`src/rtl/frame_pkg.sv`:
```
// Shared definitions for the frame arbiter slice: FSM state encoding,
// default frame geometry and counter-width helpers.
package frame_pkg;

    typedef enum logic [1:0] {
        IDLE   = 2'd0,
        ARB    = 2'd1,
        STREAM = 2'd2,
        DONE   = 2'd3
    } arb_state_t;

    localparam int ROW_DEF   = 1024;
    localparam int COL_DEF   = 1280;
    localparam int PIXEL_DEF = 24;

    // Counter width for a modulo-n counter; never narrower than one bit.
    function automatic int cnt_w(input int n);
        return (n > 1) ? $clog2(n) : 1;
    endfunction

    localparam int COL_W_DEF = cnt_w(COL_DEF);
    localparam int ROW_W_DEF = cnt_w(ROW_DEF);

endpackage

```
`src/rtl/frame_arbiter_if.sv`:
```
// Bus bundle between two pixel sources, the arbiter and the destination
// serializer. The master modport is the arbiter's view, slave the
// surrounding sources/serializer.
interface frame_arbiter_if
    import frame_pkg::*;
#(
    parameter int pixel = PIXEL_DEF
)();
    logic [1:0]       req;
    logic [pixel-1:0] src0_din;
    logic             src0_value;
    logic             src0_rd;
    logic [pixel-1:0] src1_din;
    logic             src1_value;
    logic             src1_rd;
    logic             dst_rd;
    logic [pixel-1:0] dst_din;
    logic             dst_value;
    logic [1:0]       grant;
    logic             sof;
    logic             eol;
    logic             eof;
    logic             err;

    modport master (
        input  req, src0_din, src0_value, src1_din, src1_value, dst_rd,
        output src0_rd, src1_rd, dst_din, dst_value, grant, sof, eol, eof, err
    );

    modport slave (
        output req, src0_din, src0_value, src1_din, src1_value, dst_rd,
        input  src0_rd, src1_rd, dst_din, dst_value, grant, sof, eol, eof, err
    );
endinterface

```
`src/rtl/frame_arbiter_rr_arb2.sv`:
```
// Two-requester round-robin picker. gnt is a combinational one-hot pick
// from the current requests; on a tie the source not served last wins.
// The last-served register is updated once per finished (or aborted) frame.
module rr_arb2 (
    input  logic       clk,
    input  logic       srst,
    input  logic [1:0] req,
    input  logic       upd_en,
    input  logic       upd_src,
    output logic [1:0] gnt
);
    // last_reg = index of the source served most recently; reset value 1
    // makes source 0 the preferred winner of the first tie.
    logic last_reg;

    // Remember which source owned the transmitter when its frame ends.
    always_ff @(posedge clk) begin
        if (srst) begin
            last_reg <= 1'b1;
        end else if (upd_en) begin
            last_reg <= upd_src;
        end
    end

    // Pick a winner: lone requester wins, tie goes to the other source.
    always_comb begin
        gnt = 2'b00;
        case (req)
            2'b01:   gnt = 2'b01;
            2'b10:   gnt = 2'b10;
            2'b11:   gnt = last_reg ? 2'b01 : 2'b10;
            default: gnt = 2'b00;
        endcase
    end
endmodule

```
`src/rtl/frame_arbiter.sv`:
```
// Frame-granular arbiter sharing one transmitter path between two pixel
// sources. A source owns the path for a whole ROW x COL frame; pixels are
// forwarded with one register stage and tagged with sof/eol/eof.
// Optional watchdog: define FRAME_ARB_TIMEOUT_EN to abort stalled frames
// (sets sticky err); without it err is constant 0.
module frame_arbiter
    import frame_pkg::*;
#(
    parameter int ROW   = ROW_DEF,
    parameter int COL   = COL_DEF,
    parameter int pixel = PIXEL_DEF
`ifdef FRAME_ARB_TIMEOUT_EN
    ,
    parameter int TIMEOUT = 4096
`endif
)(
    input  logic            clkin,
    input  logic            rst_n,   // active-high synchronous reset
    frame_arbiter_if.master bus
);
    localparam int COL_W = cnt_w(COL);
    localparam int ROW_W = cnt_w(ROW);
    localparam logic [COL_W-1:0] COL_LAST = COL_W'(COL - 1);
    localparam logic [ROW_W-1:0] ROW_LAST = ROW_W'(ROW - 1);

    arb_state_t       state_reg;
    arb_state_t       state_next;
    logic [1:0]       grant_reg;
    logic             owner_reg;
    logic [pixel-1:0] dst_din_reg;
    logic             dst_value_reg;
    logic             sof_reg;
    logic             eol_reg;
    logic             eof_reg;
    logic [COL_W-1:0] col_reg;
    logic [ROW_W-1:0] row_reg;

    logic [1:0]       pick;
    logic [1:0]       src_value;
    logic [1:0]       src_rd;
    logic [pixel-1:0] din_sel;
    logic             accept;
    logic             last_pix;
    logic             timeout_hit;

    assign src_value = {bus.src1_value, bus.src0_value};

    // grant_reg is non-zero only while streaming, so it alone gates the strobes.
    generate
        for (genvar gi = 0; gi < 2; gi++) begin : g_rd
            assign src_rd[gi] = bus.dst_rd & grant_reg[gi];
        end
    endgenerate

    assign bus.src0_rd = src_rd[0];
    assign bus.src1_rd = src_rd[1];

    assign din_sel  = owner_reg ? bus.src1_din : bus.src0_din;
    assign accept   = (state_reg == STREAM) && |(grant_reg & src_value);
    assign last_pix = (col_reg == COL_LAST) && (row_reg == ROW_LAST);

    rr_arb2 u_rr (
        .clk     (clkin),
        .srst    (rst_n),
        .req     (bus.req),
        .upd_en  (state_reg == DONE),
        .upd_src (owner_reg),
        .gnt     (pick)
    );

`ifdef FRAME_ARB_TIMEOUT_EN
    localparam int STALL_W = cnt_w(TIMEOUT + 1);
    logic [STALL_W-1:0] stall_reg;
    logic               err_reg;

    // Fires on the TIMEOUT-th consecutive streaming cycle without a pixel.
    assign timeout_hit = (state_reg == STREAM) && !accept &&
                         (stall_reg == STALL_W'(TIMEOUT - 1));

    // Watchdog: count idle streaming cycles, latch err on abort.
    always_ff @(posedge clkin) begin
        if (rst_n) begin
            stall_reg <= '0;
            err_reg   <= 1'b0;
        end else begin
            if ((state_reg == STREAM) && !accept) begin
                stall_reg <= stall_reg + STALL_W'(1);
            end else begin
                stall_reg <= '0;
            end
            if (timeout_hit) begin
                err_reg <= 1'b1;
            end
        end
    end

    assign bus.err = err_reg;
`else
    assign timeout_hit = 1'b0;
    assign bus.err     = 1'b0;
`endif

    // FSM state register.
    always_ff @(posedge clkin) begin
        if (rst_n) begin
            state_reg <= IDLE;
        end else begin
            state_reg <= state_next;
        end
    end

    // Next-state logic; ARB falls back to IDLE if requests vanished.
    always_comb begin
        state_next = state_reg;
        case (state_reg)
            IDLE:    if (bus.req != 2'b00) state_next = ARB;
            ARB:     state_next = (pick != 2'b00) ? STREAM : IDLE;
            STREAM:  if ((accept && last_pix) || timeout_hit) state_next = DONE;
            DONE:    state_next = IDLE;
            default: state_next = IDLE;
        endcase
    end

    // Grant, pixel pipeline stage, markers and frame position counters.
    always_ff @(posedge clkin) begin
        if (rst_n) begin
            grant_reg     <= 2'b00;
            owner_reg     <= 1'b0;
            dst_din_reg   <= '0;
            dst_value_reg <= 1'b0;
            sof_reg       <= 1'b0;
            eol_reg       <= 1'b0;
            eof_reg       <= 1'b0;
            col_reg       <= '0;
            row_reg       <= '0;
        end else begin
            dst_value_reg <= 1'b0;
            sof_reg       <= 1'b0;
            eol_reg       <= 1'b0;
            eof_reg       <= 1'b0;
            case (state_reg)
                ARB: begin
                    grant_reg <= pick;
                    owner_reg <= pick[1];
                end
                STREAM: begin
                    if (accept) begin
                        dst_din_reg   <= din_sel;
                        dst_value_reg <= 1'b1;
                        sof_reg       <= (row_reg == '0) && (col_reg == '0);
                        eol_reg       <= (col_reg == COL_LAST);
                        eof_reg       <= last_pix;
                        if (col_reg == COL_LAST) begin
                            col_reg <= '0;
                            row_reg <= last_pix ? '0 : row_reg + ROW_W'(1);
                        end else begin
                            col_reg <= col_reg + COL_W'(1);
                        end
                    end
                    // Release the path on the edge that ends the frame so
                    // grant and the strobes are already low in DONE.
                    if ((accept && last_pix) || timeout_hit) begin
                        grant_reg <= 2'b00;
                    end
                end
                DONE: begin
                    col_reg <= '0;
                    row_reg <= '0;
                end
                default: ;
            endcase
        end
    end

    assign bus.grant     = grant_reg;
    assign bus.dst_din   = dst_din_reg;
    assign bus.dst_value = dst_value_reg;
    assign bus.sof       = sof_reg;
    assign bus.eol       = eol_reg;
    assign bus.eof       = eof_reg;
endmodule
```
`src/flat_wrapper.sv`:
```
// flat-port wrapper written by rule: the top's interface ports become plain ports
module frame_arbiter_flat import frame_pkg::*;
#(
    parameter int ROW   = ROW_DEF,
    parameter int COL   = COL_DEF,
    parameter int pixel = PIXEL_DEF

)
  (clkin, rst_n, bus_req, bus_src0_din, bus_src0_value, bus_src1_din, bus_src1_value, bus_dst_rd, bus_src0_rd, bus_src1_rd, bus_dst_din, bus_dst_value, bus_grant, bus_sof, bus_eol, bus_eof, bus_err);
  frame_arbiter_if #(.pixel(pixel)) bus_i ();
  input  logic clkin;
  input  logic rst_n;
  input wire logic [$bits(bus_i.req)-1:0] bus_req;
  input wire logic [$bits(bus_i.src0_din)-1:0] bus_src0_din;
  input wire logic [$bits(bus_i.src0_value)-1:0] bus_src0_value;
  input wire logic [$bits(bus_i.src1_din)-1:0] bus_src1_din;
  input wire logic [$bits(bus_i.src1_value)-1:0] bus_src1_value;
  input wire logic [$bits(bus_i.dst_rd)-1:0] bus_dst_rd;
  output wire logic [$bits(bus_i.src0_rd)-1:0] bus_src0_rd;
  output wire logic [$bits(bus_i.src1_rd)-1:0] bus_src1_rd;
  output wire logic [$bits(bus_i.dst_din)-1:0] bus_dst_din;
  output wire logic [$bits(bus_i.dst_value)-1:0] bus_dst_value;
  output wire logic [$bits(bus_i.grant)-1:0] bus_grant;
  output wire logic [$bits(bus_i.sof)-1:0] bus_sof;
  output wire logic [$bits(bus_i.eol)-1:0] bus_eol;
  output wire logic [$bits(bus_i.eof)-1:0] bus_eof;
  output wire logic [$bits(bus_i.err)-1:0] bus_err;
  assign bus_i.req = bus_req;
  assign bus_i.src0_din = bus_src0_din;
  assign bus_i.src0_value = bus_src0_value;
  assign bus_i.src1_din = bus_src1_din;
  assign bus_i.src1_value = bus_src1_value;
  assign bus_i.dst_rd = bus_dst_rd;
  assign bus_src0_rd = bus_i.src0_rd;
  assign bus_src1_rd = bus_i.src1_rd;
  assign bus_dst_din = bus_i.dst_din;
  assign bus_dst_value = bus_i.dst_value;
  assign bus_grant = bus_i.grant;
  assign bus_sof = bus_i.sof;
  assign bus_eol = bus_i.eol;
  assign bus_eof = bus_i.eof;
  assign bus_err = bus_i.err;
  frame_arbiter #(.ROW(ROW), .COL(COL), .pixel(pixel)) u_core (.clkin(clkin), .rst_n(rst_n), .bus(bus_i));
endmodule
```
`config.mk`:
```
export PLATFORM = sky130hd
export DESIGN_NAME = frame_arbiter_flat
export DESIGN_NICKNAME = d
export VERILOG_FILES = /design/src/rtl/frame_pkg.sv /design/src/rtl/frame_arbiter_if.sv /design/src/rtl/frame_arbiter_rr_arb2.sv /design/src/rtl/frame_arbiter.sv /design/src/flat_wrapper.sv
export SDC_FILE = /design/constraint.sdc
export NUM_CORES = 1
export LEC_CHECK = 0
export BUFFER_PORTS_ARGS = -buffer_cell sky130_fd_sc_hd__buf_4
export CORE_MARGIN = 2
export CORE_UTILIZATION = 49
export CTS_CLUSTER_DIAMETER = 200
export DETAILED_ROUTE_END_ITERATION = 7
export PLACE_DENSITY = 0.82
export SETUP_SLACK_MARGIN = 0.05
export SYNTH_ARGS = -nofsm -noshare
export SYNTH_HDL_FRONTEND = slang
export SYNTH_SLANG_ARGS = --single-unit
```
`constraint.sdc`:
```
create_clock -name clkin -period 3.7 [get_ports clkin]
set_input_delay 0.185 -clock clkin [delete_from_list [all_inputs] [get_ports clkin]]
set_output_delay 0.185 -clock clkin [all_outputs]
set_load 0.03 [all_outputs]
```
* Yosys cells after proc, flatten, opt, wreduce, memory -nomap -nowiden
Cells that the tools add are included.
** Storage, ports and cells
- Bits in registers :: 55
- Input bits :: 55
- Output and inout bits :: 33
** Cells by class
- Add/subtract/negate cells :: 2
- Equality and inequality tests :: 12
- Mux-type cells :: 17
- Bitwise logic cells :: 5
- Reduce and logical (&&, ||, !) cells :: 19
** Operators by type and width (count)
- two-way mux 10 bit :: 3
- two-way mux 24 bit :: 1
- two-way mux 11 bit :: 2
- case mux 11 bit (2 select lines) :: 1
- case mux 10 bit (2 select lines) :: 1
- adder 11 x 1 -> 11 bit (second input constant) :: 1
- equality test 11 bit (second input constant) :: 1
- zero test 11 bit :: 1
- adder 10 x 1 -> 10 bit (second input constant) :: 1
- equality test 10 bit (second input constant) :: 1
- zero test 10 bit :: 1
- two-way mux 2 bit :: 5
- equality test 2 bit (second input constant) :: 4
- case mux 2 bit (4 select lines) :: 1
- AND reduction 2 bit :: 4
- nonzero test 2 bit :: 4
- case mux 2 bit (3 select lines) :: 1
- equality test 2 x 1 -> 1 bit (second input constant) :: 2
- logical AND 1 bit :: 4
- inequality test 2 x 1 -> 1 bit (second input constant) :: 2
- inequality test 2 bit (second input constant) :: 2
- case mux 2 bit (2 select lines) :: 1
- OR reduction 2 bit :: 2
- AND reduction 3 bit :: 1
- 6 further kinds :: 8

* Depth between registers and ports, before layout
- Word-level depth :: 6
- Mapped depth :: 6

* Cells and area by module
Synthesis repeated with hierarchy kept, for this count alone.
** Unflattened totals
- Cell total of the unflattened synthesis :: 299
- Area total of the unflattened synthesis :: 2642.5 µm²
** Modules (own cells, without submodules)
- frame_arbiter :: times used 1, cells each 292, area an instance 2583.7 µm², seq. area each 1081.0 µm²
- rr_arb2 :: times used 1, cells each 7, area an instance 58.8 µm², seq. area each 20.0 µm²

* Worst setup path after synthesis
No wires, ideal clock.
- Path type :: register -> register
- Start :: register u_core.grant_reg[0] (netlist: u_core.bus.grant[0])
- End :: register u_core.dst_din_reg[17] (netlist: u_core.bus.dst_din[17])
- Setup time :: 0.136 ns
- Data arrival time :: 1.608 ns
- Required time :: 3.564 ns
- Slack :: 1.956 ns
- Stages on the path, launching flop included :: 6
- Buffers on the path :: 2
- Period minus slack after synthesis :: 1.744 ns
- Cells stage by stage :: dfxtp_1 > a22o_1 > nor2b_1 > clkbuf_1 > buf_2 > a211oi_1
** Between the ends
- Word-level cells in the longest chain between the ends :: 4
** Ends and longest elaborated chain
- start: declaration :: line frame_arbiter.sv:28 : logic [1:0] grant_reg;
- start signal: assignment :: line frame_arbiter.sv:143 : grant_reg <= pick;
- AND 2 bit :: line frame_arbiter.sv:59 : assign accept = (state_reg == STREAM) && |(grant_reg & src_value);
- OR reduction 2 bit :: line frame_arbiter.sv:59
- logical AND 1 bit :: line frame_arbiter.sv:59
- AND reduction 2 bit (no source line)
- end signal: assignment :: line frame_arbiter.sv:148 : dst_din_reg <= din_sel;
- end: declaration :: line frame_arbiter.sv:30 : logic [pixel-1:0] dst_din_reg;
Every way passes these cells.
A chain may end at the register's enable or synchronous reset.

==> results.tsv <==
metric	value	unit
Ports	88	
core region area	5470	um^2
Primary FF master, synth	dfxtp_1	
ant diodes	0	
final worst slack	1540	ps
Sink Count	55	
largest family of logic cells by synthesized area	simple AND/OR/NAND/NOR gates	
Fmax	463	MHz
clock skew	6.99	ps
CTS tree	yes	
post-route ant nets	0	
Hold Path Class	in2reg	
Die Area	6220	um^2
Avg Synthesized Cell Area	8.74	um^2
1st-iter DRT viols	153	
area share of and/or/nand/nor cells after synthesis	23.3	%
post_cts resized	0	
design internal power	844	uW
DP Wirelength	5.04	mm
most used standard cell by instance count after synthesis	dfxtp_1	
WL/cell	14.5	um
post-synthesis xor/xnor area fraction	2.55	%
drc violations	0	
NetSw	298	uW
H-tree levels	2	
Congestion Overflow GR	0	
Area Overhead vs Synth	27.6	%
CP Capture Type	flip-flop	
Clock power frac	30.4	%
Finish-stage setup viols	0	
Root Driver	clkbuf_8	
Synth Register Bits	55	
Mapped Nets	373	
crit start category	flip-flop	
Final period util	58.4	%
Tot Pwr	1.14	mW
Starting Density	50.2	%
Critical Path RT	3960	ps
vias per cell	5.60	
dominant cells by area after synthesis	dfxtp_1 (40%), mux2i_1 (8.8%), a211oi_1 (6.6%), nor2_1 (5.1%), nand2_1 (3.7%)	
Max FO, Critical Path	16	
register area share after synthesis	40.1	%
Post-Route Utilization	64.0	%
pre-CTS WS	1620	ps
Ys Warns	0	
share of cells above drive strength 1	25.7	%
library cells used by synthesis	49	
Worst-path clk slew	100	ps
Num CTS Buffers	5	
switching share of power	26.1	%
post-synth top area share	40.1	%
LEAKAGE	1.39	nW
via count	2582	
worst vdd ir	176	uV
Chip Width	78.9	um
Max-Cap Viols	0	
EDFF count, synth	0	
fin. max-slew vios	0	
Final #Nets	447	
final RePlAce weighted congestion	0.919	
Comb pwr share	13.6	%
final wirelength	6.66	mm
Buffers on Ports	86	
Synth Area in Adders	1.82	%
R2R setup slack	1540	ps
Worst Tran Pin Value	975	ps
unrepaired setup endpoints after global routing	no	
Synth async-reset ratio	0	%
Final Hold Vio Count	0	
drt pass-1 iters	4	
# hold bufs at CTS	0	
Clock Path Buffers	2	
design area	3500	um^2
Largest register FFs	24	
Tot GR Track Use	22.1	%
arrival time worst endpoint	2420	ps
Die Y	78.9	um
first-pass GRT wire length	11.1	mm
PwrDens	326	nW/um^2
top cells by instance count after synthesis	dfxtp_1 (55), nor2_1 (37), nand2_1 (27), a211oi_1 (24), mux2i_1 (24)	
Final min period	2160	ps
Seq pwr share	56.1	%
row count	27	
area leader, netlist	dfxtp_1	
post-synthesis mux area share	8.75	%
status	complete, no violations	
Post-Syn Area	2750	um^2
setup TNS	0	ps
clock insertion delay at the later pin of the skew report	310	ps
Post-Synthesis Cells	314	
pin count of the biggest net entering global routing	50	
number of global-route vias before repair	2473	
Worst Setup Path Type	reg2reg	
placed inst area	3410	um^2
Compound-Gate Fraction of Synth Area	19.0	%
# Post-CTS Setup Buffers	0	
Slew headroom	34.9	%
initial antenna violation count	0	
metal layers:
layer,vias to the layer above,track usage (%),wire length [um]
li1,1309,-,-
met3,7,6.14,542
met1,1169,28.5,2940
met2,97,36.0,3110
met5,-,0,0
met4,0,6.90,70
layout make-up:
class	count	area [um^2]
multi-input cells	231	1530
clock inverters	1	8.76
inverters	8	30.0
well taps	72	90.1
repair buffers	87	653
clock buffers	7	86.3
fillers	490	1970
flip-flops and latches	55	1100
logic make-up (layout without fill, tap and decap cells):
logic type / Yosys count / after routing
XOR/XNOR: 8 / 8
flip-flops: 55 / 55
AND/OR/NAND/NOR: 125 / 125
AO/OA/AOI/OAI: 69 / 69
adder cells (fa/ha/maj): 4 / 4
other: 1 / 1
buffers and inverters: 28 / 103
multiplexers: 24 / 24
power by group through the flow:
stage	Clock [mW]	Sequential [mW]	Combinational, mW
after global placement	0	0.652	0.151
after CTS	0.354	0.640	0.156
after detailed placement	0	0.653	0.156
after floorplan	0	0.646	0.0894
final	0.347	0.640	0.155
after global routing	0.375	0.645	0.170
path summary, 6_finish.rpt:
check                                       endpoint  cells past startpoint                               start
setup / recovery      u_core.row_reg[5]$_SDFFE_PP0P_                      4                           flip-flop
hold / removal         u_core.owner_reg$_SDFFE_PP0P_                      3                          bus_req[1]
setup reg to reg      u_core.row_reg[5]$_SDFFE_PP0P_                      4                           flip-flop
hold reg to reg   u_core.bus.dst_din[0]$_SDFFE_PP0N_                      2  u_core.bus.dst_din[0]$_SDFFE_PP0N_
cell usage in the layout, fill, tap and decap left out, types with 3 or more instances in the layout:
| cell | instances |
|---|---|
| nand3_1 | 17 |
| o2bb2a_1 | 3 |
| xor2_1 | 7 |
| clkbuf_8 | 6 |
| ha_1 | 4 |
| buf_4 | 87 |
| and2_1 | 4 |
| and3_1 | 4 |
| mux2i_1 | 24 |
| nand2_1 | 27 |
| nand2b_1 | 5 |
| and4_1 | 7 |
| inv_1 | 8 |
| nor4_1 | 5 |
| dfxtp_1 | 55 |
| a21oi_1 | 6 |
| a211oi_1 | 24 |
| o21ai_0 | 8 |
| or4_1 | 3 |
| nor2_1 | 37 |
| nor2b_1 | 3 |
| nand4_1 | 8 |
worst max-delay path: stages (launching register included):
cell	delay, ps
dfxtp_1	630
and4_1	310
nand4_1	450
a2111oi_0	530
o2bb2a_1	190
stage by stage:
stage,std cells,hold WS (ps)
floorplan,314,276
global placement,453,480
detailed placement,453,490
CTS,461,178
global route,461,194
finish,461,188
Note: power is estimated with default switching activity, not from simulation.
